**src/rtl/parity_link_arbiter_if.sv**
```systemverilog
// rtl/parity_link_arbiter_if.sv - request/response and serial-line bundle of the parity link arbiter
interface parity_link_arbiter_if;
  logic       Req0;
  logic [7:0] Din0;
  logic       Req1;
  logic [7:0] Din1;
  logic       Ack0;
  logic       Ack1;
  logic       SDout;
  logic       Frame;
  logic       GntId;
  logic       Busy;

  modport master (
    output Req0, Din0, Req1, Din1,
    input  Ack0, Ack1, SDout, Frame, GntId, Busy
  );

  modport slave (
    input  Req0, Din0, Req1, Din1,
    output Ack0, Ack1, SDout, Frame, GntId, Busy
  );
endinterface

```
**src/rtl/parity_link_arbiter.sv**
```systemverilog
// rtl/parity_link_arbiter.sv - two-requester round-robin arbiter serialising bytes MSB first plus even parity
module parity_link_arbiter #(
  parameter int GAP = 1
) (
  input logic                 Clk,
  input logic                 Rst_n,
  parity_link_arbiter_if.slave bus
);

  typedef enum logic [1:0] {S_IDLE, S_DATA, S_PAR, S_GAP} state_t;

  localparam logic [3:0] GAP_LAST = (GAP == 0) ? 4'd0 : 4'(GAP - 1);

  state_t     state_q, state_n;
  logic [7:0] data_q, data_n;
  logic [2:0] bit_cnt_q, bit_cnt_n;
  logic [3:0] gap_cnt_q, gap_cnt_n;
  logic       last_q, last_n;
  logic       ack0_q, ack0_n;
  logic       ack1_q, ack1_n;
  logic       sd_q, sd_n;
  logic       frame_q, frame_n;
  logic       gnt_q, gnt_n;
  logic       busy_q, busy_n;
  logic       win;
  logic [7:0] win_byte;

  // Alternate on contention; a lone requester always wins.
  assign win      = (bus.Req0 && bus.Req1) ? ~last_q : bus.Req1;
  assign win_byte = win ? bus.Din1 : bus.Din0;

  always_comb begin
    state_n   = state_q;
    data_n    = data_q;
    bit_cnt_n = bit_cnt_q;
    gap_cnt_n = gap_cnt_q;
    last_n    = last_q;
    gnt_n     = gnt_q;
    ack0_n    = 1'b0;
    ack1_n    = 1'b0;
    sd_n      = 1'b0;
    frame_n   = 1'b0;
    case (state_q)
      S_IDLE: begin
        if (bus.Req0 || bus.Req1) begin
          state_n   = S_DATA;
          data_n    = win_byte;
          bit_cnt_n = 3'd0;
          last_n    = win;
          gnt_n     = win;
          ack0_n    = ~win;
          ack1_n    = win;
          sd_n      = win_byte[7];
          frame_n   = 1'b1;
        end
      end
      S_DATA: begin
        frame_n = 1'b1;
        if (bit_cnt_q == 3'd7) begin
          state_n   = S_PAR;
          bit_cnt_n = 3'd0;
          sd_n      = ^data_q;
        end else begin
          bit_cnt_n = bit_cnt_q + 3'd1;
          sd_n      = data_q[3'd6 - bit_cnt_q];
        end
      end
      S_PAR: begin
        gap_cnt_n = 4'd0;
        state_n   = (GAP == 0) ? S_IDLE : S_GAP;
      end
      S_GAP: begin
        if (gap_cnt_q == GAP_LAST) begin
          state_n   = S_IDLE;
          gap_cnt_n = 4'd0;
        end else begin
          gap_cnt_n = gap_cnt_q + 4'd1;
        end
      end
      default: state_n = S_IDLE;
    endcase
    busy_n = (state_n != S_IDLE);
  end

  always_ff @(posedge Clk or negedge Rst_n) begin
    if (!Rst_n) begin
      state_q   <= S_IDLE;
      data_q    <= 8'd0;
      bit_cnt_q <= 3'd0;
      gap_cnt_q <= 4'd0;
      last_q    <= 1'b1;
      ack0_q    <= 1'b0;
      ack1_q    <= 1'b0;
      sd_q      <= 1'b0;
      frame_q   <= 1'b0;
      gnt_q     <= 1'b0;
      busy_q    <= 1'b0;
    end else begin
      state_q   <= state_n;
      data_q    <= data_n;
      bit_cnt_q <= bit_cnt_n;
      gap_cnt_q <= gap_cnt_n;
      last_q    <= last_n;
      ack0_q    <= ack0_n;
      ack1_q    <= ack1_n;
      sd_q      <= sd_n;
      frame_q   <= frame_n;
      gnt_q     <= gnt_n;
      busy_q    <= busy_n;
    end
  end

  assign bus.Ack0  = ack0_q;
  assign bus.Ack1  = ack1_q;
  assign bus.SDout = sd_q;
  assign bus.Frame = frame_q;
  assign bus.GntId = gnt_q;
  assign bus.Busy  = busy_q;

endmodule

```
**src/flat_wrapper.sv**
```systemverilog
// flat-port wrapper written by rule: the top's interface ports become plain ports
module parity_link_arbiter_flat 
#(
  parameter int GAP = 1
)
  (Clk, Rst_n, bus_Req0, bus_Din0, bus_Req1, bus_Din1, bus_Ack0, bus_Ack1, bus_SDout, bus_Frame, bus_GntId, bus_Busy);
  parity_link_arbiter_if bus_i ();
  input logic Clk;
  input logic Rst_n;
  input wire logic [$bits(bus_i.Req0)-1:0] bus_Req0;
  input wire logic [$bits(bus_i.Din0)-1:0] bus_Din0;
  input wire logic [$bits(bus_i.Req1)-1:0] bus_Req1;
  input wire logic [$bits(bus_i.Din1)-1:0] bus_Din1;
  output wire logic [$bits(bus_i.Ack0)-1:0] bus_Ack0;
  output wire logic [$bits(bus_i.Ack1)-1:0] bus_Ack1;
  output wire logic [$bits(bus_i.SDout)-1:0] bus_SDout;
  output wire logic [$bits(bus_i.Frame)-1:0] bus_Frame;
  output wire logic [$bits(bus_i.GntId)-1:0] bus_GntId;
  output wire logic [$bits(bus_i.Busy)-1:0] bus_Busy;
  assign bus_i.Req0 = bus_Req0;
  assign bus_i.Din0 = bus_Din0;
  assign bus_i.Req1 = bus_Req1;
  assign bus_i.Din1 = bus_Din1;
  assign bus_Ack0 = bus_i.Ack0;
  assign bus_Ack1 = bus_i.Ack1;
  assign bus_SDout = bus_i.SDout;
  assign bus_Frame = bus_i.Frame;
  assign bus_GntId = bus_i.GntId;
  assign bus_Busy = bus_i.Busy;
  parity_link_arbiter #(.GAP(GAP)) u_core (.Clk(Clk), .Rst_n(Rst_n), .bus(bus_i));
endmodule
```
**config.mk**
```make
export PLATFORM = sky130hd
export DESIGN_NAME = parity_link_arbiter_flat
export DESIGN_NICKNAME = d
export VERILOG_FILES = /design/src/rtl/parity_link_arbiter_if.sv /design/src/rtl/parity_link_arbiter.sv /design/src/flat_wrapper.sv
export SDC_FILE = /design/constraint.sdc
export NUM_CORES = 1
export LEC_CHECK = 0
export CORE_ASPECT_RATIO = 1.25
export CORE_UTILIZATION = 30
export DETAILED_ROUTE_END_ITERATION = 8
export PLACE_DENSITY_LB_ADDON = 0.25
export SETUP_SLACK_MARGIN = 0.02
export SLEW_MARGIN = 20
export SYNTH_ARGS = -nofsm -noshare
export SYNTH_HDL_FRONTEND = slang
export SYNTH_SLANG_ARGS = --single-unit
```
**constraint.sdc**
```tcl
create_clock -name Clk -period 3.3 [get_ports Clk]
set_input_delay 0.33 -clock Clk [delete_from_list [all_inputs] [get_ports Clk]]
set_output_delay 0.33 -clock Clk [all_outputs]
set_load 0.005 [all_outputs]
```
# Word-level counts from Yosys, hierarchy flattened
# Cells that the tools add are included.
# Widths: inputs -> output; s select.
# op_classes
n_addsub	3
n_mux	22
bitwise_logic	2
n_lt_le_gt_ge	1
n_reduce_logical	10
eq_ne	5
# op_table
operator	count
$mux 1	9
$mux 8	1
$pmux 2 s4	1
$pmux 4 s2	1
$reduce_xor 8->1	1
$mux 2	3
$mux 3	2
$pmux 3 s2	1
$reduce_bool 2->1	3
$add 4x1->4 const B	1
$eq 2x2->1 const B	2
$logic_not 4->1	1
$lt 3x4->1 const B	1
$mux 4	1
$pmux 1 s2	2
$reduce_and 2->1	2
$add 3x1->3 const B	1
$bmux 1 s3	1
$eq 3x3->1 const B	1
$sub 3x3->3 const A	1
$eq 2x1->1 const B	1
$logic_not 2->1	1
$ne 2x1->1 const B	1
$not 1->1	2
2 further kinds	2
# totals
input_bits	20
reg_bits	24

# Longest topological paths before layout
# Gate-level depths: netlist of the first run.
# logic_depth
word_depth	5
mapped_depth	6

# Worst setup path after synthesis of the first run
# OpenSTA, ideal clock, no wires.
# synth_timing
path_type	register to register
startpoint	register u_core.bit_cnt_q[0]
endpoint	register u_core.sd_q (netlist: u_core.bus.SDout)
required_time_ps	3182
period_less_slack_ps	1860
t_arrival_ps	1741
setup_ps	118
path_slack_ps	1440
path_stages_with_launch	7
cell_sequence	dfrtp_1 > ha_1 > xnor2_2 > mux4_2 > nor3_2 > a311oi_1 > a21o_1
# synth_between
elab_chain_len	5
word_cells_on_any_way	6
classes_between	add/sub (1); eq/ne (1); mux (4)
# synth_lines
element	line_no	text
from (decl)	parity_link_arbiter.sv:16	logic [2:0] bit_cnt_q, bit_cnt_n;
from (signal assigned)	parity_link_arbiter.sv:101	bit_cnt_q <= bit_cnt_n;
$sub 3x3->3	parity_link_arbiter.sv:65	sd_n = data_q[3'd6 - bit_cnt_q];
$bmux 1 s3	parity_link_arbiter.sv:65	
$mux 1 (not written as such)	parity_link_arbiter.sv:65	
$mux 1 (*)	parity_link_arbiter.sv:59	if (bit_cnt_q == 3'd7) begin
$pmux 1 s2 (*)	parity_link_arbiter.sv:43	case (state_q)
net u_core.sd_n	parity_link_arbiter.sv:21	logic sd_q, sd_n;
to (signal assigned)	parity_link_arbiter.sv:106	sd_q <= sd_n;
to (decl)	parity_link_arbiter.sv:21	
# The timed path passes the listed nets; every way through them passes the cells marked *. The select of a mux whose other input is x is not followed.
# A chain may end at the register's enable or synchronous reset.

# Final worst setup path of the first run
# Same ends and word-level chain as after synthesis.

==> results of run 1 <==
-- synthesized netlist by cell type, types with 2 or more instances --
cell type  count  area, sq um
a22o_1         2         17.5
nor2_1         5         18.8
clkbuf_1       4         15.0
nor3_1         2         10.0
nand3_1        4         20.0
mux2i_1       10          100
inv_1          6         22.5
o21ai_0       14         70.1
a21o_1         4         30.0
dfrtp_1       23          576
nand2_1       13         48.8
xnor2_1        7         61.3
ha_1           5         62.6
-- metal layers --
layer | track usage [%] | up-vias | part of all wire, %
met5 | 0 | - | 0
met4 | 5.03 | 0 | 2.0
met3 | 2.84 | 5 | 4.1
met2 | 23.7 | 29 | 51
met1 | 15.0 | 421 | 43
li1 | - | 448 | -
-- how the worst max path moves through the flow --
stage | from | to | slack, ps | depth (start not counted)
after global routing | u_core.bit_cnt_q[0] | u_core.bus.SDout | 1210 | 6
after floorplan | u_core.bit_cnt_q[0] | u_core.bus.SDout | 1440 | 6
after CTS | u_core.bit_cnt_q[0] | u_core.bus.SDout | 1300 | 6
after detailed placement | u_core.bit_cnt_q[0] | u_core.bus.SDout | 1320 | 6
final | u_core.bit_cnt_q[0] | u_core.bus.SDout | 1270 | 6
after global placement | u_core.bit_cnt_q[0] | u_core.bus.SDout | 1390 | 6
-- kinds of logic after synthesis --
group                    Yosys count
AO/OA/AOI/OAI                     26
AND/OR/NAND/NOR                   31
adder cells (fa/ha/maj)            5
XOR/XNOR                           8
buffers and inverters             11
flip-flops                        24
multiplexers                      11
-- critical path, delay by kind of cell (launching register included) --
| kind | cells | cell delay [ps] |
|---|---|---|
| compound gates | 2 | 240 |
| flops | 1 | 450 |
| fa+ha+maj | 1 | 260 |
| xor+xnor | 1 | 290 |
| mux | 1 | 560 |
| simple gates | 1 | 120 |
-- power breakdown --
group / switching [W] / leakage [nW] / internal, W / total [W]
sequential: 0.000103 / 0.298 / 0.000406 / 0.000509
clock: 0.0000965 / 0.0228 / 0.0000865 / 0.000183
combinational: 0.000254 / 0.368 / 0.000342 / 0.000596
total: 0.000453 / 0.689 / 0.000835 / 0.00129
-- final cells by class --
class                   instances  area (sq um)
fillers                       387          2250
flip-flops and latches         24           602
multi-input cells              81           572
repair buffers                 27           260
well taps                      54          67.6
clock buffers                   4          45.0
inverters                       6          22.5
-- sequential cells by signal, indices dropped and copies added (netlist names) --
name              cells
u_core.bus.Busy       1
u_core.state_q        2
u_core.bus.Frame      1
u_core.last_q         1
u_core.bus.Ack1       1
u_core.gap_cnt_q      4
u_core.bus.SDout      1
u_core.data_q         8
u_core.bus.Ack0       1
u_core.bit_cnt_q      3
u_core.bus.GntId      1
-- metrics by stage --
stage	util [%]	cell area, sq um	std cells	hold WS [ps]	power, W
after global routing	41.1	1570	196	77.9	0.00140
after floorplan	-	1220	116	34.4	0.000939
after global placement	40.1	1530	192	460	0.00110
after CTS	41.2	1570	196	484	0.00130
after detailed placement	40.1	1530	192	465	0.00111
final	41.1	1570	196	27.3	0.00129
==> impl_metrics.env, run 1 <==
export IMPL_yosys_area_share_simple_pct=12.1
export IMPL_final_cell_mix="clkdlybuf4s50_1 (24), dfrtp_1 (23), nand2_1 (13), o21ai_0 (13), mux2i_1 (10)"
export IMPL_worst_slew_pin_slew_ps=539
export IMPL_die_y_microns=73.2
export IMPL_synthAdderAreaFrac_pct=5.14
export IMPL_via_count=903
export IMPL_synth_cell_area_sq_um=1220
export IMPL_hold_buffers=0
export IMPL_synth_flop_cell="dfrtp_1"
export IMPL_grt_ovfl_total=0
export IMPL_post_cts_buffers=0
export IMPL_finalSetupTns_ps=0
export IMPL_critical_path_class="reg2reg"
export IMPL_synth_nets=141
export IMPL_cts_htree_levels=1
export IMPL_tritoncts="built"
export IMPL_die_w_microns=59.0
export IMPL_power_density_nw_per_um2=821
export IMPL_reg2reg_slack_ps=1270
export IMPL_top_level_ports=26
export IMPL_setup_ws_ps=1270
export IMPL_area_growth_pct=29.0
export IMPL_r2r_end="u_core.bus.SDout"
export IMPL_hold_violations=0
export IMPL_cts_buffer_depth=2
export IMPL_core_sq_um=3820
export IMPL_worstPathMaxFanout=6
export IMPL_critPathMaxStageDelay_ps=560
export IMPL_drt_iter0_drc=11
export IMPL_clock_sinks=24
export IMPL_relSlewSlack_pct=64.0
export IMPL_synth_seq_cells=24
export IMPL_fin_nets=168
export IMPL_worstSetupEndpointType="flip-flop"
export IMPL_cap_violations=0
export IMPL_grt_max_degree=25
export IMPL_leakagePower_nw=0.689
export IMPL_wl_per_cell_microns=12.1
export IMPL_hpwl_microns=1770
export IMPL_rows=25
export IMPL_synth_top_family_by_area="compound AO/OA/AOI/OAI gates"
export IMPL_status="finished clean"
export IMPL_rsz0062_at_grt="no"
export IMPL_clock_latency_ps=270
export IMPL_start_util_pct=31.9
export IMPL_ant_nets=0
export IMPL_drive_gt1_share_pct=7.75
export IMPL_vdd_ir_drop_worst_mv=0.247
export IMPL_synth_area_mux_share_pct=10.1
export IMPL_yosysWarnings=0
export IMPL_grt_pass1_vias=939
export IMPL_crit_chain="ha_1, xnor2_2, mux4_2, nor3_2, a311oi_1, a21o_1"
export IMPL_numPortBuffers=25
export IMPL_clk_pin_slew_ps=90
export IMPL_required_ps=3470
export IMPL_ys_types=30
export IMPL_syn_inst=116
export IMPL_drt_drc_violations_left=0
export IMPL_slew_viol_final=0
export IMPL_reg2regPathDepth=6
export IMPL_finalWirelength_microns=2380
export IMPL_insertedDiodeCount=0
export IMPL_cts_root_buffer="clkbuf_8"
export IMPL_layout_commonest_cell="clkdlybuf4s50_1"
export IMPL_finalClockSkew_ps=6.18
export IMPL_fin_crit_sh_pct=61.5
export IMPL_avgSynthCellArea_sq_um=10.5
export IMPL_synthArstFlopShare_pct=100
export IMPL_hp_class="in2async"
export IMPL_track_usage_pct=13.2
export IMPL_crit_path_start_kind="flip-flop"
export IMPL_cts_resized=0
export IMPL_synth_compound_area_share_pct=13.3
export IMPL_yosys_area_share_xor_xnor_pct=6.38
export IMPL_fin_crit_ps=2030
export IMPL_dpl_worst_slack_ps=1320
export IMPL_firstDrtPassIters=4
export IMPL_cp_arrival_ps=2200
export IMPL_gp_congestion=0.781
export IMPL_seq_area_frac_synth_pct=49.5
export IMPL_dieArea_sq_um=4310
export IMPL_numCtsBuffers=3
export IMPL_synth_edf_count=0
export IMPL_finalSetupViolCount=0
export IMPL_max_freq_ghz=0.493
export IMPL_r2r_start="u_core.bit_cnt_q[0]"
export IMPL_antenna_found_initial=0
export IMPL_cp_slowest_cell="mux4_2"
export IMPL_grt_pass1_wl_microns=4230
export IMPL_viasPerCell=4.61
Power figures use the tool's default switching activity.
==> run 2: changes to the inputs <==
==> constraint.sdc (replaced) <==
create_clock -name Clk -period 1.97 [get_ports Clk]
set_input_delay 0.197 -clock Clk [delete_from_list [all_inputs] [get_ports Clk]]
set_output_delay 0.197 -clock Clk [all_outputs]
set_load 0.005 [all_outputs]
==> impl_metrics.env, run 2 (synthesis gave the netlist of run 1 again) <==
export IMPL_status="finished clean"
export IMPL_cts_buffer_depth=2
export IMPL_cts_htree_levels=1
export IMPL_fin_nets=172
export IMPL_ant_nets=0
export IMPL_drt_drc_violations_left=0
export IMPL_stdcell_area_sq_um=1600
export IMPL_worstSetupEndpointType="flip-flop"
export IMPL_area_growth_pct=31.9
export IMPL_largest_register="u_core.data_q"
export IMPL_max_freq_ghz=0.556
export IMPL_path_buf_inv=0
export IMPL_via_count=918
export IMPL_leakagePower_nw=0.708
export IMPL_gp_congestion=0.764
export IMPL_core_sq_um=3820
export IMPL_worst_slew_pin_slew_ps=340
export IMPL_relSlewSlack_pct=77.4
export IMPL_crit_chain="ha_1, xnor2_2, mux4_2, nor3_2, a311oi_1, a21o_1"
export IMPL_viasPerCell=4.59
export IMPL_cp_arrival_ps=1960
export IMPL_drive_gt1_share_pct=9.59
export IMPL_grt_met1_usage_pct=16.2
export IMPL_top_usage_layer="met2"
export IMPL_fin_crit_ps=1800
export IMPL_crit_family="multiplexers"
export IMPL_drt_iter0_drc=17
export IMPL_slew_viol_final=0
export IMPL_r2r_start="u_core.bit_cnt_q[1]"
export IMPL_cp_slowest_cell="mux4_2"
export IMPL_antenna_found_initial=0
export IMPL_critical_path_class="reg2reg"
export IMPL_hold_violations=0
export IMPL_report_power_total_w=0.00218
export IMPL_r2r_end="u_core.bus.SDout"
export IMPL_cts_root_buffer="clkbuf_8"
export IMPL_top_level_ports=26
export IMPL_post_cts_buffers=0
export IMPL_die_y_microns=73.2
export IMPL_placed_area_sq_um=1560
export IMPL_required_ps=2130
export IMPL_crit_path_start_kind="flip-flop"
export IMPL_cts_resized=0
export IMPL_reg_top3="u_core.data_q (8), u_core.gap_cnt_q (4), u_core.bit_cnt_q (3)"
export IMPL_numCtsBuffers=3
export IMPL_track_usage_pct=13.4
export IMPL_fin_crit_sh_pct=91.3
export IMPL_hpwl_microns=1790
export IMPL_timing_hold_ws_ps=289
export IMPL_clock_sinks=24
export IMPL_rows=25
export IMPL_start_util_pct=31.9
export IMPL_grt_use_met3_pct=2.13
export IMPL_grt_pass1_wl_microns=4320
export IMPL_final_cell_mix="clkdlybuf4s50_1 (25), dfrtp_1 (23), nand2_1 (13), o21ai_0 (13), mux2i_1 (10)"
export IMPL_fillers=388
export IMPL_clk_pin_slew_ps=80
export IMPL_use_met2_pct=22.7
export IMPL_hp_class="in2async"
export IMPL_vdd_ir_drop_worst_mv=0.570
export IMPL_worstPathMaxFanout=3
export IMPL_insertedDiodeCount=0
export IMPL_numPortBuffers=25
export IMPL_hold_buffers=0
export IMPL_power_density_nw_per_um2=1360
export IMPL_die_w_microns=59.0
export IMPL_finalClockSkew_ps=1.67
export IMPL_critPathMaxStageDelay_ps=530
export IMPL_dieArea_sq_um=4310
export IMPL_tritoncts="built"
export IMPL_grt_max_degree=25
export IMPL_wl_per_cell_microns=11.6
export IMPL_finalWirelength_microns=2330
export IMPL_cap_violations=0
export IMPL_reg2regPathDepth=6
export IMPL_largest_register_ffs=8
export IMPL_finalSetupTns_ps=0
export IMPL_grt_ovfl_total=0
export IMPL_reg2reg_slack_ps=170
export IMPL_grt_pass1_vias=955
export IMPL_finalSetupViolCount=0
export IMPL_clock_latency_ps=260
export IMPL_firstDrtPassIters=4
export IMPL_layout_commonest_cell="clkdlybuf4s50_1"
export IMPL_rsz0062_at_grt="no"
## run 2: cell types whose count changed in the layout (fill, tap and decap cells not counted)
cell             delta
buf_4               +4
clkdlybuf4s50_1     +1
buf_2               -1
## run 2: worst max-delay path by stage
stage	startpoint	end	slack (ps)	cells past startpoint
after floorplan	u_core.bit_cnt_q[0]	u_core.bus.SDout	110	6
after global placement	u_core.bit_cnt_q[1]	u_core.bus.SDout	190	6
after detailed placement	u_core.bit_cnt_q[1]	u_core.bus.SDout	160	6
after CTS	u_core.bit_cnt_q[1]	u_core.bus.SDout	130	6
after global routing	u_core.bit_cnt_q[1]	u_core.bus.SDout	40	6
final	u_core.bit_cnt_q[1]	u_core.bus.SDout	170	6
## run 2: power by group
group	total (W)	switching, W	internal [W]	leakage, nW
clock network	0.000294	0.000150	0.000144	0.0228
registers	0.000836	0.000155	0.000680	0.298
logic	0.00105	0.000436	0.000613	0.387
## run 2: layer usage
metal	part of all wire, %	vias up
met5	0	-
met4	2.4	0
met3	3.8	5
met2	51	28
met1	43	427
li1	-	458
## run 2: metrics by stage
| stage | utilization (%) | setup slack [ps] | std cells |
|---|---|---|---|
| final | 42.0 | 172 | 200 |
| after global routing | 42.0 | 42.2 | 200 |
| after CTS | 42.0 | 125 | 200 |
| after detailed placement | 40.9 | 158 | 196 |
| after global placement | 40.9 | 195 | 196 |
| after floorplan | - | 110 | 116 |
## run 2: layout make-up
| class | instances | area, sq um | share of cell area [%] |
|---|---|---|---|
| tap | 54 | 67.6 | 4.21 |
| timing repair buffer | 31 | 295 | 18.4 |
| inverter | 6 | 22.5 | 1.40 |
| clock buffer | 4 | 45.0 | 2.81 |
| sequential | 24 | 602 | 37.5 |
| multi-input combinational | 81 | 572 | 35.6 |
## run 2: worst register-to-register path: stages (launching register included)
cell and delay, ps:
dfrtp_1 410, ha_1 220, xnor2_2 190, mux4_2 530
nor3_2 120, a311oi_1 70, a21o_1 160
==> run 3: changes to the inputs <==
--- a/config.mk
+++ b/config.mk
@@ -5,11 +5,13 @@
 export SDC_FILE = /design/constraint.sdc
 export NUM_CORES = 1
 export LEC_CHECK = 0
+export CAP_MARGIN = 20
 export CORE_ASPECT_RATIO = 1.25
 export CORE_UTILIZATION = 30
 export DETAILED_ROUTE_END_ITERATION = 8
 export PLACE_DENSITY_LB_ADDON = 0.25
 export SETUP_SLACK_MARGIN = 0.02
+export SKIP_CTS_REPAIR_TIMING = 1
 export SLEW_MARGIN = 20
 export SYNTH_ARGS = -nofsm -noshare
 export SYNTH_HDL_FRONTEND = slang
==> results of run 3 <==
Final layout, timing and power as in run 2 (identical DEF).
==> edit 1: new RTL, settings of run 2 <==
Encoding of `state_t`: now one-hot (4 bits for 4 states).
--- a/src/rtl/parity_link_arbiter.sv
+++ b/src/rtl/parity_link_arbiter.sv
@@ -9,3 +9,3 @@
 
-  typedef enum logic [1:0] {S_IDLE, S_DATA, S_PAR, S_GAP} state_t;
+  typedef enum logic [3:0] {S_IDLE = 4'b0001, S_DATA = 4'b0010, S_PAR = 4'b0100, S_GAP = 4'b1000} state_t;
 
Behaviour: same outputs for any inputs over 10 cycles, from zero or initial values and one cycle with Rst_n low; not proved beyond that.
==> edit 1 against run 2 <==
- worst hold slack got worse by 0.013 ns
- sequential cell count up 2
- count of clock-buffer cells in the layout is the same
- cell count up 6.0%
- non-clock buffer count is 3 higher
- largest cell class unchanged
- routed wire length is 10% higher
- die area grew 9.6%
- synthesized area up 9.9%
- setup slack worse by 0.057 ns
- power grew 3.5%
- core utilization up 0.24 points
- combinational power about the same
- design area rose by 9.8%
- critical path type unchanged
==> edit 1: results (changes against run 2) <==
Worst Path Arrival 2.01 ns (+0.05 ns); CTS Buf Count 3 (unchanged); via count 1008 (+9.8%); post-synthesis sequential area ratio 48.9% (-0.61 points); Die Footprint 4730 µm² (+9.6%); crit path from u_core.state_q[0]; register area 653 µm² (+8.5%); Port-buffer cells 25 (unchanged); Non-clock buffer share 18.1% (-0.36 points); clk_skew 0.00602 ns (+0.00435 ns); largest registers u_core.data_q: 8 flops, u_core.gap_cnt_q: 4 flops, u_core.state_q: 4 flops; FF+latch count 26 (+8.3%); final net count 182 (+5.8%); M1 WL 1090 µm (+9.9%); Total GRT Usage 12.7% (-0.73 points); gp weighted congestion 0.774 (+1.4%); met3 WL 114 µm (+30%); crit path capture u_core.data_q[0]; Max VDD drop 0.000514 V (-9.8%); final-layout fill cell count 438 (+13%); multi-input combinational area share 34.8% (-0.89 points); share of layout cells above drive strength 1 15.4% (+5.8 points); clock buf count 4 (unchanged); slowest CP cell dfstp_2; CP max FO 11 (+8); top cells by count, synth 24 x dfrtp_1, 14 x inv_1, 14 x nand2_1; Post-DP Area 1680 µm² (+7.9%); flop2flop setup slack 0.11 ns (-0.06 ns); Post-DP HPWL 1960 µm (+9.4%); placeable core area 4160 µm² (+9.1%); Avg Vias per Cell 4.75 (+3.6%); Worst path max stage delay 0.55 ns (+0.02 ns); Iter 0 DRT Violations 47 (+30); setup slack at placement 0.0906 ns (-0.0670 ns); initial antenna violation count 0 (unchanged); Wirelength per Cell 12.1 µm (+4.2%); DP Cell Count 205 (+4.6%); Plain + repair buffers 34 (+9.7%); Final Core Density 42.3% (+0.24 points); Syn Nets 146 (+3.5%); post-synth cell types 35 (+17%); Worst Max-Slew Pin Slew 0.317 ns (-0.0230 ns); nonclk inv count 14 (+8); post-synth top area share 44.9% (-2.4 points); Hold WS 0.276 ns (-0.0126 ns); dominant kind of cell registers; post-layout minimum cycle time 1.86 ns (+0.0574 ns); largest cells by area after synthesis dfrtp_1 45%, a222oi_1 5.2%, ha_1 4.7%; multi-input gates 78 (-3.7%); largest net degree at the start of global routing 27 (+8.0%); r2r worst-path depth 4 (-2); syn_area_per_cell 11.0 µm² (+5.3%); clock network area share 3.13% (+0.32 points); first-pass GRT wire length 4510 µm (+4.5%); WL met2 1320 µm (+11%); status complete, no violations; leak pwr 0.000810 µW (+14%)
==> edit 1: logic make-up (layout without fill, tap and decap cells) <==
logic type,count (synthesis),after routing,share of synthesized area [%]
AOI/OAI and AO/OA,30,30,17.8
xor gates and xnor gates,8,8,5.24
adders and majority gates,5,5,4.68
buffers and inverters,17,52,5.34
DFF,26,26,48.9
muxes,5,5,5.62
and+or+nand+nor,30,30,12.5
==> edit 1: critical path: cells and delay by family (launching register included) <==
kind,cells,cell delay (ns)
buf+inv,1,0.07
flops,1,0.55
simple gates,1,0.50
compound gates,2,0.61
==> edit 1: routing by layer <==
metal	vias up	GRT usage (%)
met5	-	0
met2	26	21.7
li1	500	-
met1	477	14.6
met3	5	2.89
met4	0	5.33
==> edit 1: power breakdown <==
part | internal, µW | switching, µW
Clock | 179 | 161
Combinational | 616 | 431
Sequential | 728 | 139
Total | 1520 | 732
==> edit 2: new RTL, config.mk and constraints of run 2 <==
Without the edit above. Reset style: synchronous (`Rst_n`), changed in one clocked block.
--- a/src/rtl/parity_link_arbiter.sv
+++ b/src/rtl/parity_link_arbiter.sv
@@ -84,3 +84,3 @@
 
-  always_ff @(posedge Clk or negedge Rst_n) begin
+  always_ff @(posedge Clk) begin
     if (!Rst_n) begin
Function: differs if Rst_n is asserted again (counterexample within 4 cycles, from zero or initial values and one cycle with Rst_n low); with Rst_n held inactive, the same outputs for 10 cycles.
==> edit 2 against run 2 <==
- the run now ends with design-rule violations left
- sequential cell count stayed put
- setup slack better by 0.018 ns
- die area is 6.0% lower
- sequential share of layout area is 5.8 points lower
- design area is 5.5% lower
- routed wire length is 2.0% higher
- synthesized area is 6.2% lower
- count of clock-buffer cells in the layout stayed put
- global-route usage is 0.26 points lower
- critical path type unchanged
- critical endpoint is now u_core.bus.SDout
Power is not compared: it rests on default switching activity, and its combinational part moved more than twofold at a synthesized area within 25%.
==> edit 2: results (changes against run 2) <==
Skew-Pair Late Insertion Delay 0.26 ns (about the same); vias in the first global route 963 (+0.84%); final net count 176 (+2.3%); Post-Route WL 2370 µm (+2.0%); clk_skew 0.00197 ns (+0.000305 ns); Async SR Flop Fraction 0% (-100 points); Post-Synth Adder-Cell Area 5.48% (+0.34 points); Syn Nets 148 (+5.0%); first-pass GRT wire length 4150 µm (-3.8%); via count 949 (+3.4%); Total GRT Usage 13.2% (-0.26 points); n_diodes 0 (unchanged); Post-route DRC 2 (+2); XOR/XNOR Fraction of Synth Area 6.14% (-0.24 points); post-synth cell types 26 (-13%); post_cts resized 0 (unchanged); Max VDD drop 0.000471 V; Slew headroom 77.5% (+0.15 points); largest registers u_core.data_q: 8 flops, u_core.gap_cnt_q: 4 flops, u_core.bit_cnt_q: 3 flops; largest net degree at the start of global routing 22 (-12%); Iter 0 DRT Violations 21 (+4); root buffer cell clkbuf_8; Worst path max stage delay 0.59 ns (+0.06 ns); synthesized instance count 123 (+6.0%); clock buffer depth 2 (unchanged); multiplexer share of the synthesized area 14.5% (+4.4 points); CTS HTree Levels 1 (unchanged); leak pwr 0.000591 µW; final cell count without fillers 189 (-5.5%); slowest CP cell mux4_1; Post-DP Area 1460 µm² (-6.3%); Worst Path Arrival 1.95 ns; largest cells by area after synthesis dfxtp_1 42%, mux2i_1 7.9%, nor2_1 7.6%; share of layout cells above drive strength 1 7.33% (-2.3 points); top cells by count, synth 24 x dfxtp_1, 23 x nor2_1, 9 x mux2i_1, 8 x a211oi_1, 8 x xnor2_1; Setup Buffers After CTS 0 (unchanged); clk slew on worst S/H paths 0.08 ns (about the same); Detailed Routing Iterations Pass 1 6 (+2); Port-buffer cells 25 (unchanged); violations in the final reports design-rule violations; CP max FO 5 (+2); gp weighted congestion 0.763 (-0.10%); status finished, violations left; min-delay worst type flop to flop; post-synthesis sequential area ratio 42.1% (-7.4 points); initial antenna violation count 0 (unchanged); Yosys warning count 0 (unchanged); Post-DP HPWL 1770 µm (-1.1%); CTS Buf Count 3 (unchanged); Compound-Gate Fraction of Synth Area 12.9% (-0.33 points)
## edit 2: cell types whose count changed after synthesis, sizes merged, moves of 5 or more
cell / delta
nand2: -7
nor2: +18
o21ai: -13
a211oi: +8
dfxtp: +24
a21oi: +5
dfrtp: -23
## edit 2: final timing paths
| kind | startpoint | to | slack, ns | depth (start not counted) |
|---|---|---|---|---|
| hold / removal | u_core.bus.GntId | u_core.bus.GntId | 0.48 | 2 |
| setup reg to reg | u_core.bit_cnt_q[0] | u_core.bus.SDout | 0.19 | 5 |
| hold reg to reg | u_core.bus.GntId | u_core.bus.GntId | 0.48 | 2 |
| setup / recovery | u_core.bit_cnt_q[0] | u_core.bus.SDout | 0.19 | 5 |
## edit 2: stage by stage
step           util, %  worst slack, ns
2_1_floorplan        -            0.325
3_3_place_gp      40.9            0.267
3_5_place_dp      40.9            0.221
4_1_cts           42.4            0.211
5_1_grt           42.4            0.119
6_report          42.4            0.190
## edit 2: kinds of logic (layout without fill, tap and decap cells)
family,after synthesis,after routing
AND/OR/NAND/NOR,41,41
flip-flops,24,24
AO/OA/AOI/OAI,22,22
multiplexers,13,13
buffers and inverters,10,37
XOR/XNOR,8,8
adder cells (fa/ha/maj),5,5
## edit 2: critical path, delay by kind of cell, from the launching register on
family | cells | cell delay, ns
AND/OR/NAND/NOR | 1 | 0.09
multiplexers | 2 | 0.88
flip-flops | 1 | 0.46
AO/OA/AOI/OAI | 2 | 0.26
## edit 2: report_power, final
part           total (µW)  switching, µW  internal, µW
registers             547           28.1           519
logic                 237           97.0           140
clock network         335            156           178
total                1120            281           838
## edit 2: final cells by class
type | count | area (µm²)
inverter | 5 | 18.8
clock buffer | 4 | 55.1
timing repair buffer | 28 | 285
multi-input combinational | 89 | 627
sequential | 24 | 480
tap | 39 | 48.8
fill | 351 | 2060
## edit 2: per-layer routing
| layer | part of all wire [%] | global-route usage [%] | wire length (µm) |
|---|---|---|---|
| met1 | 42 | 14.3 | 985 |
| met3 | 3.5 | 1.83 | 83 |
| met5 | 0 | 0 | 0 |
| met2 | 53 | 24.6 | 1270 |
| met4 | 1.6 | 6.50 | 38 |
